--- config.mk ---
export PLATFORM = sky130hd
export DESIGN_NAME = if_fetch_unit_flat
export DESIGN_NICKNAME = d
export VERILOG_FILES = /design/src/rtl/if_fetch_unit_if.sv /design/src/rtl/if_fetch_unit.sv /design/src/flat_wrapper.sv
export SDC_FILE = /design/constraint.sdc
export NUM_CORES = 1
export LEC_CHECK = 0
export CAP_MARGIN = 15
export CORE_UTILIZATION = 50
export CTS_CLUSTER_DIAMETER = 200
export DETAILED_ROUTE_END_ITERATION = 8
export PLACE_DENSITY_LB_ADDON = 0.05
export SKIP_CTS_REPAIR_TIMING = 1
export SYNTH_ARGS = -nofsm -noshare
export SYNTH_HDL_FRONTEND = slang
export SYNTH_SLANG_ARGS = --single-unit
--- constraint.sdc ---
create_clock -name clk -period 3.5 [get_ports clk]
set_clock_uncertainty 0.05 [all_clocks]
set_input_delay 0.35 -clock clk [delete_from_list [all_inputs] [get_ports clk]]
set_output_delay 0.35 -clock clk [all_outputs]
set_load 0.05 [all_outputs]
--- src/rtl/if_fetch_unit_if.sv ---
// Fetch-unit bus bundle: instruction-memory request/response channel plus the
// decoded-side instruction stream. master = fetch unit, slave = memory/decode side.
interface if_fetch_unit_if #(
  parameter int XLEN = 32
);
  logic            imem_req_valid;
  logic            imem_req_ready;
  logic [XLEN-1:0] imem_req_addr;
  logic            imem_rsp_valid;
  logic [31:0]     imem_rsp_data;
  logic            imem_rsp_err;
  logic            if_valid;
  logic            if_ready;
  logic [XLEN-1:0] if_pc;
  logic [31:0]     if_instr;
  logic            if_err;

  modport master (
    output imem_req_valid, imem_req_addr,
    input  imem_req_ready,
    input  imem_rsp_valid, imem_rsp_data, imem_rsp_err,
    output if_valid, if_pc, if_instr, if_err,
    input  if_ready
  );

  modport slave (
    input  imem_req_valid, imem_req_addr,
    output imem_req_ready,
    output imem_rsp_valid, imem_rsp_data, imem_rsp_err,
    input  if_valid, if_pc, if_instr, if_err,
    output if_ready
  );
endinterface

--- src/rtl/if_fetch_unit.sv ---
// RV32I instruction fetch: credit-limited in-order requests, PC tracking queue,
// registered output FIFO to decode, redirect flush with drop counting.
module if_fetch_unit #(
  parameter int              XLEN     = 32,
  parameter logic [XLEN-1:0] RESET_PC = '0,
  parameter int              DEPTH    = 2
) (
  input  logic            clk,
  input  logic            arst_n,
  input  logic            redirect_valid,
  input  logic [XLEN-1:0] redirect_pc,
  if_fetch_unit_if.master bus
);
  localparam int PW = $clog2(DEPTH);
  localparam int CW = PW + 1;

  typedef struct packed {
    logic [XLEN-1:0] pc;
    logic [31:0]     instr;
    logic            err;
  } fetch_entry_t;

  logic [XLEN-1:0]            fetch_pc;
  logic                       fetch_en;
  logic [CW-1:0]              inflight;
  logic [CW-1:0]              drop_cnt;
  logic [CW-1:0]              fifo_cnt;
  logic [DEPTH-1:0][XLEN-1:0] trk_q;
  logic [PW-1:0]              trk_wptr, trk_rptr;
  fetch_entry_t [DEPTH-1:0]   fifo_q;
  logic [PW-1:0]              fifo_wptr, fifo_rptr;

  logic [CW:0]  occupancy;
  logic         credit;
  logic         req_fire;
  logic         rsp_ok;
  logic         rsp_keep;
  logic         rsp_drop;
  logic         pop;
  fetch_entry_t push_entry;

  // Every accepted request owns a FIFO slot, so responses never need backpressure.
  assign occupancy = {1'b0, inflight} + {1'b0, fifo_cnt};
  assign credit    = occupancy < (CW+1)'(DEPTH);

  assign bus.imem_req_valid = fetch_en && credit && !redirect_valid && (drop_cnt == '0);
  assign bus.imem_req_addr  = fetch_pc;
  assign req_fire           = bus.imem_req_valid && bus.imem_req_ready;

  // A response with nothing outstanding is ignored rather than corrupting the counters.
  assign rsp_ok   = bus.imem_rsp_valid && (inflight != '0);
  assign rsp_keep = rsp_ok && !redirect_valid && (drop_cnt == '0);
  assign rsp_drop = rsp_ok && !redirect_valid && (drop_cnt != '0);
  assign pop      = bus.if_valid && bus.if_ready && !redirect_valid;

  assign push_entry = fetch_entry_t'{
    pc:    trk_q[trk_rptr],
    instr: bus.imem_rsp_data,
    err:   bus.imem_rsp_err
  };

  assign bus.if_valid = (fifo_cnt != '0);
  assign bus.if_pc    = fifo_q[fifo_rptr].pc;
  assign bus.if_instr = fifo_q[fifo_rptr].instr;
  assign bus.if_err   = fifo_q[fifo_rptr].err;

  // fetch_en keeps the request channel quiet while reset is held and for the
  // first edge after release.
  always_ff @(posedge clk or negedge arst_n) begin
    if (!arst_n) begin
      fetch_pc  <= RESET_PC;
      fetch_en  <= 1'b0;
      inflight  <= '0;
      drop_cnt  <= '0;
      fifo_cnt  <= '0;
      trk_wptr  <= '0;
      trk_rptr  <= '0;
      fifo_wptr <= '0;
      fifo_rptr <= '0;
    end else begin
      fetch_en <= 1'b1;
      if (redirect_valid) begin
        // Outstanding requests become drops; a response arriving now is one of them.
        fetch_pc  <= {redirect_pc[XLEN-1:2], 2'b00};
        inflight  <= inflight - CW'(rsp_ok);
        drop_cnt  <= inflight - CW'(rsp_ok);
        fifo_cnt  <= '0;
        trk_wptr  <= '0;
        trk_rptr  <= '0;
        fifo_wptr <= '0;
        fifo_rptr <= '0;
      end else begin
        if (req_fire) fetch_pc <= fetch_pc + XLEN'(4);
        inflight <= inflight + CW'(req_fire) - CW'(rsp_ok);
        if (rsp_drop) drop_cnt <= drop_cnt - CW'(1);
        if (req_fire) trk_wptr <= trk_wptr + PW'(1);
        // Dropped responses have no tracking entry: the queue was flushed with them.
        if (rsp_keep) trk_rptr <= trk_rptr + PW'(1);
        if (rsp_keep) fifo_wptr <= fifo_wptr + PW'(1);
        if (pop) fifo_rptr <= fifo_rptr + PW'(1);
        fifo_cnt <= fifo_cnt + CW'(rsp_keep) - CW'(pop);
      end
    end
  end

  always_ff @(posedge clk or negedge arst_n) begin
    if (!arst_n) begin
      trk_q  <= '0;
      fifo_q <= '0;
    end else begin
      if (req_fire) trk_q[trk_wptr] <= fetch_pc;
      if (rsp_keep) fifo_q[fifo_wptr] <= push_entry;
    end
  end

  a_rsp_needs_inflight: assert property (
    @(posedge clk) disable iff (!arst_n) bus.imem_rsp_valid |-> (inflight != '0)
  );

endmodule

--- src/flat_wrapper.sv ---
// flat-port wrapper written by rule: the top's interface ports become plain ports
module if_fetch_unit_flat 
#(
  parameter int              XLEN     = 32,
  parameter logic [XLEN-1:0] RESET_PC = '0,
  parameter int              DEPTH    = 2
)
  (clk, arst_n, redirect_valid, redirect_pc, bus_imem_req_valid, bus_imem_req_addr, bus_imem_req_ready, bus_imem_rsp_valid, bus_imem_rsp_data, bus_imem_rsp_err, bus_if_valid, bus_if_pc, bus_if_instr, bus_if_err, bus_if_ready);
  if_fetch_unit_if #(.XLEN(XLEN)) bus_i ();
  input  logic clk;
  input  logic arst_n;
  input  logic redirect_valid;
  input  logic [XLEN-1:0] redirect_pc;
  output wire logic [$bits(bus_i.imem_req_valid)-1:0] bus_imem_req_valid;
  output wire logic [$bits(bus_i.imem_req_addr)-1:0] bus_imem_req_addr;
  input wire logic [$bits(bus_i.imem_req_ready)-1:0] bus_imem_req_ready;
  input wire logic [$bits(bus_i.imem_rsp_valid)-1:0] bus_imem_rsp_valid;
  input wire logic [$bits(bus_i.imem_rsp_data)-1:0] bus_imem_rsp_data;
  input wire logic [$bits(bus_i.imem_rsp_err)-1:0] bus_imem_rsp_err;
  output wire logic [$bits(bus_i.if_valid)-1:0] bus_if_valid;
  output wire logic [$bits(bus_i.if_pc)-1:0] bus_if_pc;
  output wire logic [$bits(bus_i.if_instr)-1:0] bus_if_instr;
  output wire logic [$bits(bus_i.if_err)-1:0] bus_if_err;
  input wire logic [$bits(bus_i.if_ready)-1:0] bus_if_ready;
  assign bus_imem_req_valid = bus_i.imem_req_valid;
  assign bus_imem_req_addr = bus_i.imem_req_addr;
  assign bus_i.imem_req_ready = bus_imem_req_ready;
  assign bus_i.imem_rsp_valid = bus_imem_rsp_valid;
  assign bus_i.imem_rsp_data = bus_imem_rsp_data;
  assign bus_i.imem_rsp_err = bus_imem_rsp_err;
  assign bus_if_valid = bus_i.if_valid;
  assign bus_if_pc = bus_i.if_pc;
  assign bus_if_instr = bus_i.if_instr;
  assign bus_if_err = bus_i.if_err;
  assign bus_i.if_ready = bus_if_ready;
  if_fetch_unit #(.XLEN(XLEN), .RESET_PC(RESET_PC), .DEPTH(DEPTH)) u_core (.clk(clk), .arst_n(arst_n), .redirect_valid(redirect_valid), .redirect_pc(redirect_pc), .bus(bus_i));
endmodule
==> summary.txt <==
Post-Synthesis Cells: 854
Dpl hpwl: 15,100 microns
Tot Pwr: 11.1 mW
Mapped cell area: 10,300 sq um
Setup Viol. Count Final: 0
First drt pass iteration count: 4
Ys flop type: dfrtp_1
Wire per inst: 17.2 microns
Global-route wire length before repair: 37,300 microns
Register area share after synthesis: 0.553
Hold Path Depth: 3
Cell area power density: 846 nW/um^2
Gr usage total: 0.216
CP Data Arrival Time: 2520 ps
Max-cap viol count: 0
Commonest cells in the netlist: dfrtp_1 (227), mux2_2 (186), nand2_1 (77)
Clock transition at the registers of the reported paths: 60 ps
Final wirelength: 22,400 microns
Final setup TNS: 0 ps
N_diodes: 0
Placed instance area: 12,300 sq um
Leading area contributor after synthesis: dfrtp_1
Required time worst endpoint: 3100 ps
Worst Hold Class: in2reg
Worst VDD drop: 357 uV
Clk buf depth: 3
Reg2reg path depth: 9
Worst Setup End Kind: output pin
Final Core Density: 0.648
TritonCTS clock tree: done
Die Wd: 145 microns
Global route overflow: 0
Largest net degree at the start of global routing: 104
Routability congestion estimate: 0.810
Core area: 20,200 sq um
Final Instance Area: 13,100 sq um
Period minus WS final: 2920 ps
Synthesis Warnings: 0
Total CTS buffers: 25
Slew of the pin with the lowest slew margin: 974 ps
Final worst slack: 579 ps
# IOs: 170
Async set-reset flop share out of synthesis: 1.00
Leak: 5.74 nW
Root buf cell: clkbuf_16
Vias in the first global route: 7,000
Vias per inst: 5.39
Number of H-tree levels: 1
Worst skew pair latency: 510 ps
I/O Buffers: 163
DRT iter0 DRCs: 337
# fillers: 1,610
Initial Util: 0.510
Crit Path Class: reg2out
Row Count: 52
Via count: 7,018
Yosys reg bits: 227
Outcome: complete, no violations
Synth top area cells: dfrtp_1 (55%), mux2_2 (20%), mux2i_1 (3.3%), nand2_1 (2.8%), o21ai_0 (2.2%)
Worst setup SP type: flop
Top-count cell post-synth: dfrtp_1
Final Cycle Share: 0.834
Mapped Avg Cell Area: 12.0 sq um
Synth cell types: 47
Rel. slew slack: 0.348
Antenna violations before repair: 0
Pre-CTS WS: 799 ps
Synth top area share: 0.553
Antenna violation net count after detailed routing: 0
Die area: 21,100 sq um
Fraction of layout cells with a size suffix above 1: 0.256
Area grow syn2layout: 27.1%
Height of the die: 145 microns
Unrepaired setup endpoints after global routing: no
Highest Clock Rate: 342 MHz
Number of synthesized flops with an enable pin: 0
Final Hold Fails: 0
Clock sink count: 227
Remaining DRCs: 0
Largest fanout on the critical path: 15
Final nets: 1,092
Fin. max-slew vios: 0
==> layout by cell type (no fill, tap or decap), types with 12 or more instances in the layout <==
master | Yosys | layout
dfrtp_1 | 227 | 226
mux2i_1 | 34 | 34
mux2_2 | 186 | 186
inv_1 | 14 | 14
o21ai_0 | 46 | 46
clkdlybuf4s50_1 | 0 | 161
o211ai_1 | 13 | 13
nand3_1 | 18 | 18
nor2_1 | 53 | 52
nand4_1 | 12 | 12
clkbuf_16 | 0 | 25
a21oi_1 | 39 | 39
buf_4 | 6 | 19
nand2_1 | 77 | 76
==> where the power goes <==
part	internal, mW	switching (mW)	leakage (nW)	total, mW
registers	3.46	0.504	2.94	3.96
logic	1.92	2.70	2.41	4.62
clock network	1.48	0.992	0.392	2.47
total	6.86	4.20	5.74	11.1
==> metrics by stage <==
step / hold slack [ps] / cells
6_report: 368 / 1302
5_1_grt: 360 / 1302
4_1_cts: -131 / 1301
3_5_place_dp: 401 / 1257
3_3_place_gp: 405 / 1257
2_1_floorplan: 4.41 / 857
==> worst max-delay path, cell delays in order, from the launching register on <==
cell and delay, ps:
dfrtp_2 650, buf_4 300, mux2_2 360, clkdlybuf4s50_1 700
==> flip-flops by register name, summed over array words and instances (netlist names) <==
register                  count
u_core.bus.imem_req_addr     30
u_core.drop_cnt               2
u_core.fetch_en               1
u_core.fifo_cnt               2
u_core.fifo_q               126
u_core.fifo_rptr              1
u_core.fifo_wptr              1
u_core.inflight               2
u_core.trk_q                 60
u_core.trk_rptr               1
u_core.trk_wptr               1
==> area by class of cell <==
type                       count  area, sq um  share of cell area
tap                          270          338              0.0259
timing repair buffer         188         1900               0.145
clock buffer                  39          758              0.0580
sequential                   227         5680               0.435
clock inverter                 5         25.0             0.00192
multi-input combinational    559         4310               0.330
inverter                      14         52.6             0.00402
==> per-layer routing <==
layer  vias up  GRT usage  routed length [microns]  part of all wire
met5         -          0                        0                 0
met1      3456      0.330                    10800              0.48
met3        23     0.0335                     1170             0.052
li1       3347          -                        -                 -
met4         0     0.0453                      271             0.012
met2       192      0.328                    10100              0.45
==> cell families (layout without fill, tap and decap cells) <==
| family | after synthesis | count (layout) | synth area share |
|---|---|---|---|
| adders and majority gates | 6 | 6 | 0.00803 |
| muxes | 220 | 220 | 0.237 |
| AOI/OAI and AO/OA | 118 | 118 | 0.0682 |
| DFF | 227 | 227 | 0.553 |
| buffers and inverters | 71 | 246 | 0.0307 |
| other | 2 | 5 | 0.000731 |
| xor gates and xnor gates | 13 | 13 | 0.0111 |
| and+or+nand+nor | 197 | 197 | 0.0918 |
==> worst paths after layout <==
check / from / to / slack, ps
min reg2reg: u_core.fifo_q[104] / u_core.fifo_q[104] / 420
max reg2reg: u_core.fifo_cnt[0] / u_core.bus.imem_req_addr[15] / 760
min in group asynchronous: arst_n / u_core.fifo_q[24] / 440
min: redirect_pc[14] / u_core.bus.imem_req_addr[14] / 370
max: u_core.fifo_rptr / bus_if_instr[30] / 580
max in group asynchronous: arst_n / u_core.bus.imem_req_addr[26] / 2150
No activity file was read; power rests on OpenSTA's default activity.
